## src/rtl/jtkicker_arb_pkg.sv

```systemverilog
// Shared types for the jtkicker VRAM arbiter: grant states and the
// width of the CPU starvation counter.
package jtkicker_arb_pkg;

  // IDLE: no access this cycle, GV: scanner owns the RAM, GC: CPU owns the RAM
  typedef enum logic [1:0] {
    IDLE = 2'd0,
    GV   = 2'd1,
    GC   = 2'd2
  } arb_state_e;

  // Width of the lost-cycle counter; wide enough for MAXWAIT up to 15
  localparam int WAIT_W = 4;

endpackage

```

## src/rtl/jtkicker_arb_starve.sv

```systemverilog
// Starvation guard for the VRAM arbiter. Counts consecutive arbitration
// cycles the CPU lost to the scanner and raises force_cpu once MAXWAIT
// of them have piled up, so the CPU is guaranteed a slot.
module jtkicker_arb_starve
  import jtkicker_arb_pkg::*;
#(
  parameter int MAXWAIT = 3
) (
  input  logic clk,
  input  logic rst,
  input  logic cpu_lose,
  input  logic cpu_win,
  output logic force_cpu
);

  logic [WAIT_W-1:0] wait_cnt;

  // Count lost cycles, clear on a CPU grant, hold at the MAXWAIT ceiling
  always_ff @(posedge clk) begin
    if (rst) begin
      wait_cnt <= '0;
    end else if (cpu_win) begin
      wait_cnt <= '0;
    end else if (cpu_lose && (wait_cnt != WAIT_W'(MAXWAIT))) begin
      wait_cnt <= wait_cnt + 1'b1;
    end
  end

  // Once the ceiling is reached the CPU wins the next contested cycle
  always_comb begin
    force_cpu = (wait_cnt == WAIT_W'(MAXWAIT));
  end

endmodule

```

## src/rtl/jtkicker_vram_arb.sv

```systemverilog
// Two-requester arbiter for a single-port VRAM shared by the video
// scanner and the 6809. The grant is decided combinationally in the
// grant cycle and drives the RAM address/strobe directly; the state
// register remembers who was granted so the matching ok pulse and read
// data appear one cycle later, when the synchronous RAM returns data.
// Optional build macro: JTKICKER_ARB_STATS_EN adds the st_stall counter.
module jtkicker_vram_arb
  import jtkicker_arb_pkg::*;
#(
  parameter int AW      = 11,
  parameter int MAXWAIT = 3
) (
  input  logic          clk,
  input  logic          rst,
  input  logic          cpu_cs,
  input  logic          cpu_rnw,
  input  logic [AW-1:0] cpu_addr,
  input  logic [7:0]    cpu_wdata,
  output logic [7:0]    cpu_rdata,
  output logic          cpu_ok,
  output logic          cpu_busy,
  input  logic          vid_req,
  input  logic [AW-1:0] vid_addr,
  output logic [7:0]    vid_rdata,
  output logic          vid_ok,
  output logic [AW-1:0] ram_addr,
  output logic          ram_we,
  output logic [7:0]    ram_wdata,
  input  logic [7:0]    ram_rdata,
  output logic [15:0]   st_stall
);

  arb_state_e  state_q;
  arb_state_e  state_d;
  logic        served;
  logic        cpu_inflight;
  logic        vid_pend;
  logic        cpu_pend;
  logic        grant_v;
  logic        grant_c;
  logic        force_cpu;
  logic        cpu_rd_q;
  logic [7:0]  vid_rdata_q;
  logic [7:0]  cpu_rdata_q;

  jtkicker_arb_starve #(
    .MAXWAIT (MAXWAIT)
  ) u_starve (
    .clk       (clk),
    .rst       (rst),
    .cpu_lose  (cpu_pend & grant_v),
    .cpu_win   (grant_c),
    .force_cpu (force_cpu)
  );

  // Pick this cycle's owner: video by default, CPU when alone or starved.
  // The scanner streams, so a held vid_req is a fresh read every cycle.
  always_comb begin
    state_d      = IDLE;
    cpu_inflight = (state_q == GC);
    vid_pend     = vid_req;
    cpu_pend     = cpu_cs & ~served & ~cpu_inflight;
    if (!rst) begin
      if (cpu_pend && (!vid_pend || force_cpu)) begin
        state_d = GC;
      end else if (vid_pend) begin
        state_d = GV;
      end
    end
    grant_v = (state_d == GV);
    grant_c = (state_d == GC);
  end

  // Grant register; its value is the access whose data returns this cycle
  always_ff @(posedge clk) begin
    if (rst) begin
      state_q <= IDLE;
    end else begin
      state_q <= state_d;
    end
  end

  // Drive the RAM port for whichever requester holds the grant
  always_comb begin
    ram_addr  = '0;
    ram_we    = 1'b0;
    ram_wdata = 8'h00;
    if (grant_c) begin
      ram_addr = cpu_addr;
      if (!cpu_rnw) begin
        ram_we    = 1'b1;
        ram_wdata = cpu_wdata;
      end
    end else if (grant_v) begin
      ram_addr = vid_addr;
    end
  end

  // Remember whether the CPU access in flight is a read, and whether the
  // current CPU request has already been served (cleared when cs drops)
  always_ff @(posedge clk) begin
    if (rst) begin
      cpu_rd_q <= 1'b0;
      served   <= 1'b0;
    end else begin
      cpu_rd_q <= grant_c & cpu_rnw;
      if (!cpu_cs) begin
        served <= 1'b0;
      end else if (grant_c) begin
        served <= 1'b1;
      end
    end
  end

  // Ok pulses and read data in the cycle after the grant; the data
  // registers hold the last value between accesses
  always_comb begin
    vid_ok    = (state_q == GV);
    cpu_ok    = (state_q == GC);
    vid_rdata = vid_ok ? ram_rdata : vid_rdata_q;
    cpu_rdata = (cpu_ok && cpu_rd_q) ? ram_rdata : cpu_rdata_q;
    cpu_busy  = cpu_cs & ~served;
  end

  // Capture returned read data so it stays valid after the ok pulse
  always_ff @(posedge clk) begin
    if (rst) begin
      vid_rdata_q <= 8'h00;
      cpu_rdata_q <= 8'h00;
    end else begin
      vid_rdata_q <= vid_rdata;
      cpu_rdata_q <= cpu_rdata;
    end
  end

`ifdef JTKICKER_ARB_STATS_EN
  // Count the cycles the CPU is held off, saturating at all-ones
  always_ff @(posedge clk) begin
    if (rst) begin
      st_stall <= 16'h0000;
    end else if (cpu_busy && (st_stall != 16'hFFFF)) begin
      st_stall <= st_stall + 16'd1;
    end
  end
`else
  assign st_stall = 16'h0000;
`endif

endmodule

```

## config.mk

```make
export PLATFORM = sky130hd
export DESIGN_NAME = jtkicker_vram_arb
export DESIGN_NICKNAME = d
export VERILOG_FILES = /design/src/rtl/jtkicker_arb_pkg.sv /design/src/rtl/jtkicker_arb_starve.sv /design/src/rtl/jtkicker_vram_arb.sv
export SDC_FILE = /design/constraint.sdc
export NUM_CORES = 1
export LEC_CHECK = 0
export CORE_UTILIZATION = 55
export DETAILED_ROUTE_END_ITERATION = 6
export DONT_BUFFER_PORTS = 1
export GPL_TIMING_DRIVEN = 0
export PLACE_DENSITY = 0.69
export SYNTH_ARGS = -nofsm -noshare
export SYNTH_HDL_FRONTEND = slang
export SYNTH_HIERARCHICAL = 1
export SYNTH_SLANG_ARGS = --single-unit
```

## constraint.sdc

```tcl
create_clock -name clk -period 2.2 [get_ports clk]
set_input_delay 0.44 -clock clk [delete_from_list [all_inputs] [get_ports clk]]
set_output_delay 0.44 -clock clk [all_outputs]
set_load 0.005 [all_outputs]
```

Yosys cells after proc, flatten, opt, wreduce, memory -nomap -nowiden
Cells that the tools add are included.
{ "op_classes": {"addsub": 1, "eq_ne": 6, "muxes": 11, "bitwise_logic": 7, "n_reduce_logical": 7} }
{ "ops": {"columns": ["cell", "n"], "rows": [
  ["$mux W8", 4],
  ["$mux W11", 2],
  ["$add A4 B1 Y4 const B", 1],
  ["$and A1 B1 Y1", 4],
  ["$eq A2 B1 Y1 const B", 2],
  ["$eq A2 B2 Y1 const B", 2],
  ["$eq A4 B2 Y1 const B", 1],
  ["$mux W2", 2],
  ["$ne A4 B2 Y1 const B", 1],
  ["$reduce_or A2 Y1", 2],
  ["$logic_and A1 B1 Y1", 3],
  ["$mux W1", 3],
  ["$not A1 Y1", 3],
  ["$logic_not A1 Y1", 1],
  ["$logic_or A1 B1 Y1", 1]
]} }
{ "totals": {"reg_bits": 24, "out_inout_bits": 55, "wordCells": 38} }

Depth between registers and ports, before layout
{ "depth": {"ltp_word": 9, "mapped_depth": 8, "mapped_depth_nobuf": 8} }

Modules after synthesis
Netlist, hierarchy kept.
{ "by_module_without_submodules": {"columns": ["module", "n_inst", "cells_per_inst", "area_per_inst_um2", "seq_area_each_um2"], "rows": [
  ["jtkicker_vram_arb", 1, 141, 1310.0, 400.4],
  ["jtkicker_arb_starve", 1, 22, 205.2, 80.1]
]} }

Worst setup path after synthesis
No wires, ideal clock.
{ "synth_timing": {"path_type": "reg-to-output", "startpoint": "reg u_starve.wait_cnt[1]", "endpoint": "out ram_addr[1]", "arrival_time_ps": 1685, "required_ps": 1760, "slack_ps": 75, "path_stages_with_launch": 8, "path_buffers": 1, "cell_sequence": "dfxtp_1 ha_1 or3b_4 clkinv_2 nand2b_1 clkbuf_1 nand4_1 a21oi_1"} }
{ "synth_between": {"elab_chain_len": 8, "elab_cells_between_ends": 9, "cone_classes": "3 x eq/ne; 4 x mux; 2 x reduce/logical"} }
{ "synth_lines": {"columns": ["element", "line_no", "rtl"], "rows": [
  ["start: declaration", "jtkicker_arb_starve.sv:16", "logic [WAIT_W-1:0] wait_cnt;"],
  ["start signal: assignment", "jtkicker_arb_starve.sv:25", "wait_cnt <= wait_cnt + 1'b1;"],
  ["$eq A4 B2 Y1 (*)", "jtkicker_arb_starve.sv:31", "force_cpu = (wait_cnt == WAIT_W'(MAXWAIT));"],
  ["named net force_cpu", "jtkicker_vram_arb.sv:41", "logic force_cpu;"],
  ["$logic_or A1 B1 Y1 (*)", "jtkicker_vram_arb.sv:64", "if (cpu_pend && (!vid_pend || force_cpu)) begin"],
  ["$logic_and A1 B1 Y1 (*)", "jtkicker_vram_arb.sv:64", null],
  ["$mux W2 (*)", "jtkicker_vram_arb.sv:64", null],
  ["$mux W2 (*)", "jtkicker_vram_arb.sv:63", "if (!rst) begin"],
  ["$eq A2 B1 Y1", "jtkicker_vram_arb.sv:70", "grant_v = (state_d == GV);"],
  ["$mux W11", "jtkicker_vram_arb.sv:94", "end else if (grant_v) begin"],
  ["$mux W11 (*)", "jtkicker_vram_arb.sv:88", "if (grant_c) begin"],
  ["end: declaration", "jtkicker_vram_arb.sv:26", "output logic [AW-1:0] ram_addr,"]
]} }
The timed path passes the listed nets; every way through them passes the cells marked *.

Final worst setup path
{ "layout_timing": {"startpoint": "reg u_starve.wait_cnt[1]", "endpoint": "out ram_wdata[0]"} }
{ "layout_between": {"elab_chain_len": 7} }
{ "layout_lines": {"columns": ["element", "line_no", "rtl"], "rows": [
  ["$eq A4 B2 Y1", "jtkicker_arb_starve.sv:31", null],
  ["named net force_cpu", "jtkicker_vram_arb.sv:41", null],
  ["$logic_or A1 B1 Y1", "jtkicker_vram_arb.sv:64", null],
  ["$logic_and A1 B1 Y1", "jtkicker_vram_arb.sv:64", null],
  ["$mux W2", "jtkicker_vram_arb.sv:64", null],
  ["$mux W2", "jtkicker_vram_arb.sv:63", null],
  ["$eq A2 B2 Y1", "jtkicker_vram_arb.sv:71", "grant_c = (state_d == GC);"],
  ["$mux W8", "jtkicker_vram_arb.sv:88", null],
  ["end: declaration", "jtkicker_vram_arb.sv:28", "output logic [7:0] ram_wdata,"]
]} }
The timed path passes the listed nets, and every way through them passes these cells.

==> run metrics <==
outcome=finished with violations; failing checks=negative setup slack; hold crit path type=input port to register; worst hold start=rst; Design Power=1.01 mW; crit path max-delay cell type=or3b_4; Setup TNS Final=-5320 ps; data required time at the worst endpoint=1760 ps; CTS Buf Count=3; Power Density=~480 mW/mm^2; most common cell after layout, fill and taps aside=buf_4; Slew headroom=between 20 and 30%; RR Startpoint=u_starve/wait_cnt[1]$_SDFFE_PP0P_; Synth Warn #=6; leak pwr=0.889 nW; clock skew=30.5 ps; worst skew pair latency=330 ps; DP HPWL=approximately 2.5 mm; Fin. Hold Viols=0; WL met2=between 2 and 2.5 mm; critical path class=register to output port; most frequent cells in the layout=26 x buf_4, 22 x dfxtp_1, 16 x nor2b_1, 16 x conb_1, 12 x nand4_1; core area=0.00254 mm^2; Bufs on Longest Clock Path=2; clock slew at reported path FFs=160 ps; number of flops mapped to enable cells by yosys=0; fin worst setup slack=-288 ps; synthesized flop and latch total=24; met3 WL=286 um; WL met1=around 1.7 mm; TritonCTS clock tree=done; area grow syn2layout=39.4%; Unique masters post-synth=38; CP arrival=a little over 2000 ps; input/output buffers=0; Synth area leaders=dfxtp_1 32%, buf_4 7.9%, mux2_4 7.9%; Hold Crit Endpoint=u_starve/wait_cnt[3]$_SDFFE_PP0P_; Startpoint Class=register; routability cong.=0.771; Die Wd=~54 um; die extent in y=54.5 um; Worst path max stage delay=~400 ps; via count=1364; Worst Setup SP=u_starve/wait_cnt[1]$_SDFFE_PP0P_; Final Max Slew Viols=0; Top Family by Delay on Critical Path=simple AND/OR/NAND/NOR gates; Worst path most repeated cell=buf_6; Buf+Inv Stages, Crit Path=3; worst-margin pin slew=1060 ps; clock tree sinks=24; Crit Path Max Fanout=6; final worst hold slack=roughly 160 ps; DRT Pass-1 Iters=4; Initial Util=59.5%; Final period util=113%; FMAX=402 MHz; Vias/cell=6.04; layout cells sized above 1=49.5%; total die area=between 0.002 and 0.003 mm^2; DRT Wirelength=4.27 mm; Synth area leader=dfxtp_1; Max-cap violations=0; antenna violations before repair=0; first-pass GRT wire length=about 5.8 mm; CP Capture Type=output port; vias in the first global route=between 1000 and 1500; Total Routing Usage GR=27.1%; Async SR Flop Fraction=0%; filler cell count=152; RSZ-0062 raised after global routing=yes; Ant. Diodes=0; clock period minus worst slack=~2500 ps; Row Count=18; number of I/O pins=98; WHS Path Cells=1; Cells after Synth=between 150 and 200; largest net degree at the start of global routing=15; final setup vio count=23; Top FF cell, synth=dfxtp_1; r2r worst-path depth=9; maximum VDD drop=506 uV; highest routed layer=met4; Iteration-0 DRC Markers=32; cell chain of the critical path=ha_4, or3b_4, clkinv_4, buf_6, nand2b_4, and4_4, buf_6, and2_4; Wirelength per Cell=18.9 um; Yosys top cell area share=between 30% and 40%; Syn Std Cell Area=~0.0015 mm^2; Hold-fix buffers, CTS=0; GRT overflow=0; RR Endpoint=u_starve/wait_cnt[3]$_SDFFE_PP0P_; H-tree levels=1; R2R setup slack=-70 ps; sequential area share after synthesis=31.7%; Post-Syn Area per Cell=9.30 um^2; ANT nets after route=0; DRC violations left=0; final net count=241; clk root buf=clkbuf_4
-- what timing repair did --
action | 4_1_cts | 5_1_grt
hold endpoints to repair | 0 | 0
endpoints found under the setup margin | 21 | 23
pin swaps | 20 | 13
setup buffers | 9 | 3
resized for setup | 55 | 9
gates cloned | 2 | 0
-- metrics by stage --
stage          utilization [%]  std cells  setup WS, ps  area, um^2
6_report                  83.0        226          -288        2110
4_1_cts                   80.0        223          -275        2040
3_3_place_gp              63.2        208          -116        1610
5_1_grt                   83.0        226          -352        2110
2_1_floorplan                -        178          75.4        1570
3_5_place_dp              63.2        208          -164        1610
-- routing by layer --
metal	global-route usage [%]	vias up
met5	0	-
met3	6.94	12
li1	-	629
met4	9.40	0
met1	32.4	648
met2	46.5	75
-- kinds of logic after synthesis --
group / synth area share (%)
AO/OA/AOI/OAI: 13.0
other: 0.247
buffers and inverters: 13.6
adder cells (fa/ha/maj): 0.826
flip-flops: 31.7
XOR/XNOR: 0.578
AND/OR/NAND/NOR: 26.2
multiplexers: 13.9
-- cell type report --
cell class / count / area, um^2 / share of cell area (%)
Inverter: 5 / 23.8 / 1.13
Multi-Input combinational cell: 121 / 1160 / 55.2
Clock inverter: 1 / 30.0 / 1.42
Sequential cell: 24 / 483 / 22.9
Clock buffer: 3 / 22.5 / 1.07
Timing Repair Buffer: 14 / 136 / 6.46
Tap cell: 30 / 37.5 / 1.78
Buffer: 28 / 214 / 10.1
-- flip-flops by register name (all words and copies together), names as in the netlist --
signal	cells
cpu_rd_q	1
cpu_rdata_q	8
vid_rdata_q	8
served	1
state_q	2
u_starve/wait_cnt	4
-- where the power goes --
part           internal [mW]  switching (mW)  total (mW)  leakage (nW)
combinational          0.111           0.120       0.230         0.665
clock                  0.184           0.141       0.325        0.0279
sequential             0.446         0.00556       0.452         0.196
-- synth_stat cells (2+ instances only) --
cell type  instances
dfxtp_1           24
buf_4             16
nor2b_1           16
a21oi_1           12
nand4_1           12
o311ai_1          11
and2_1             9
mux2_4             8
mux2_1             7
buf_2              5
clkbuf_1           5
nand2b_1           3
a31oi_1            2
buf_6              2
inv_1              2
inv_2              2
nand2_1            2
nand2b_2           2
nor2_1             2
nor3_1             2
nor4_1             2
-- worst max path at each step --
stage	cells past startpoint	slack, ps	endpoint
5_1_grt	7	-350	ram_addr[2]
4_1_cts	7	-280	ram_addr[1]
2_1_floorplan	7	80	ram_addr[1]
3_3_place_gp	7	-120	ram_addr[2]
3_5_place_dp	7	-160	ram_addr[1]
6_report	8	-290	ram_wdata[0]
(Power assumes the default switching activity.)
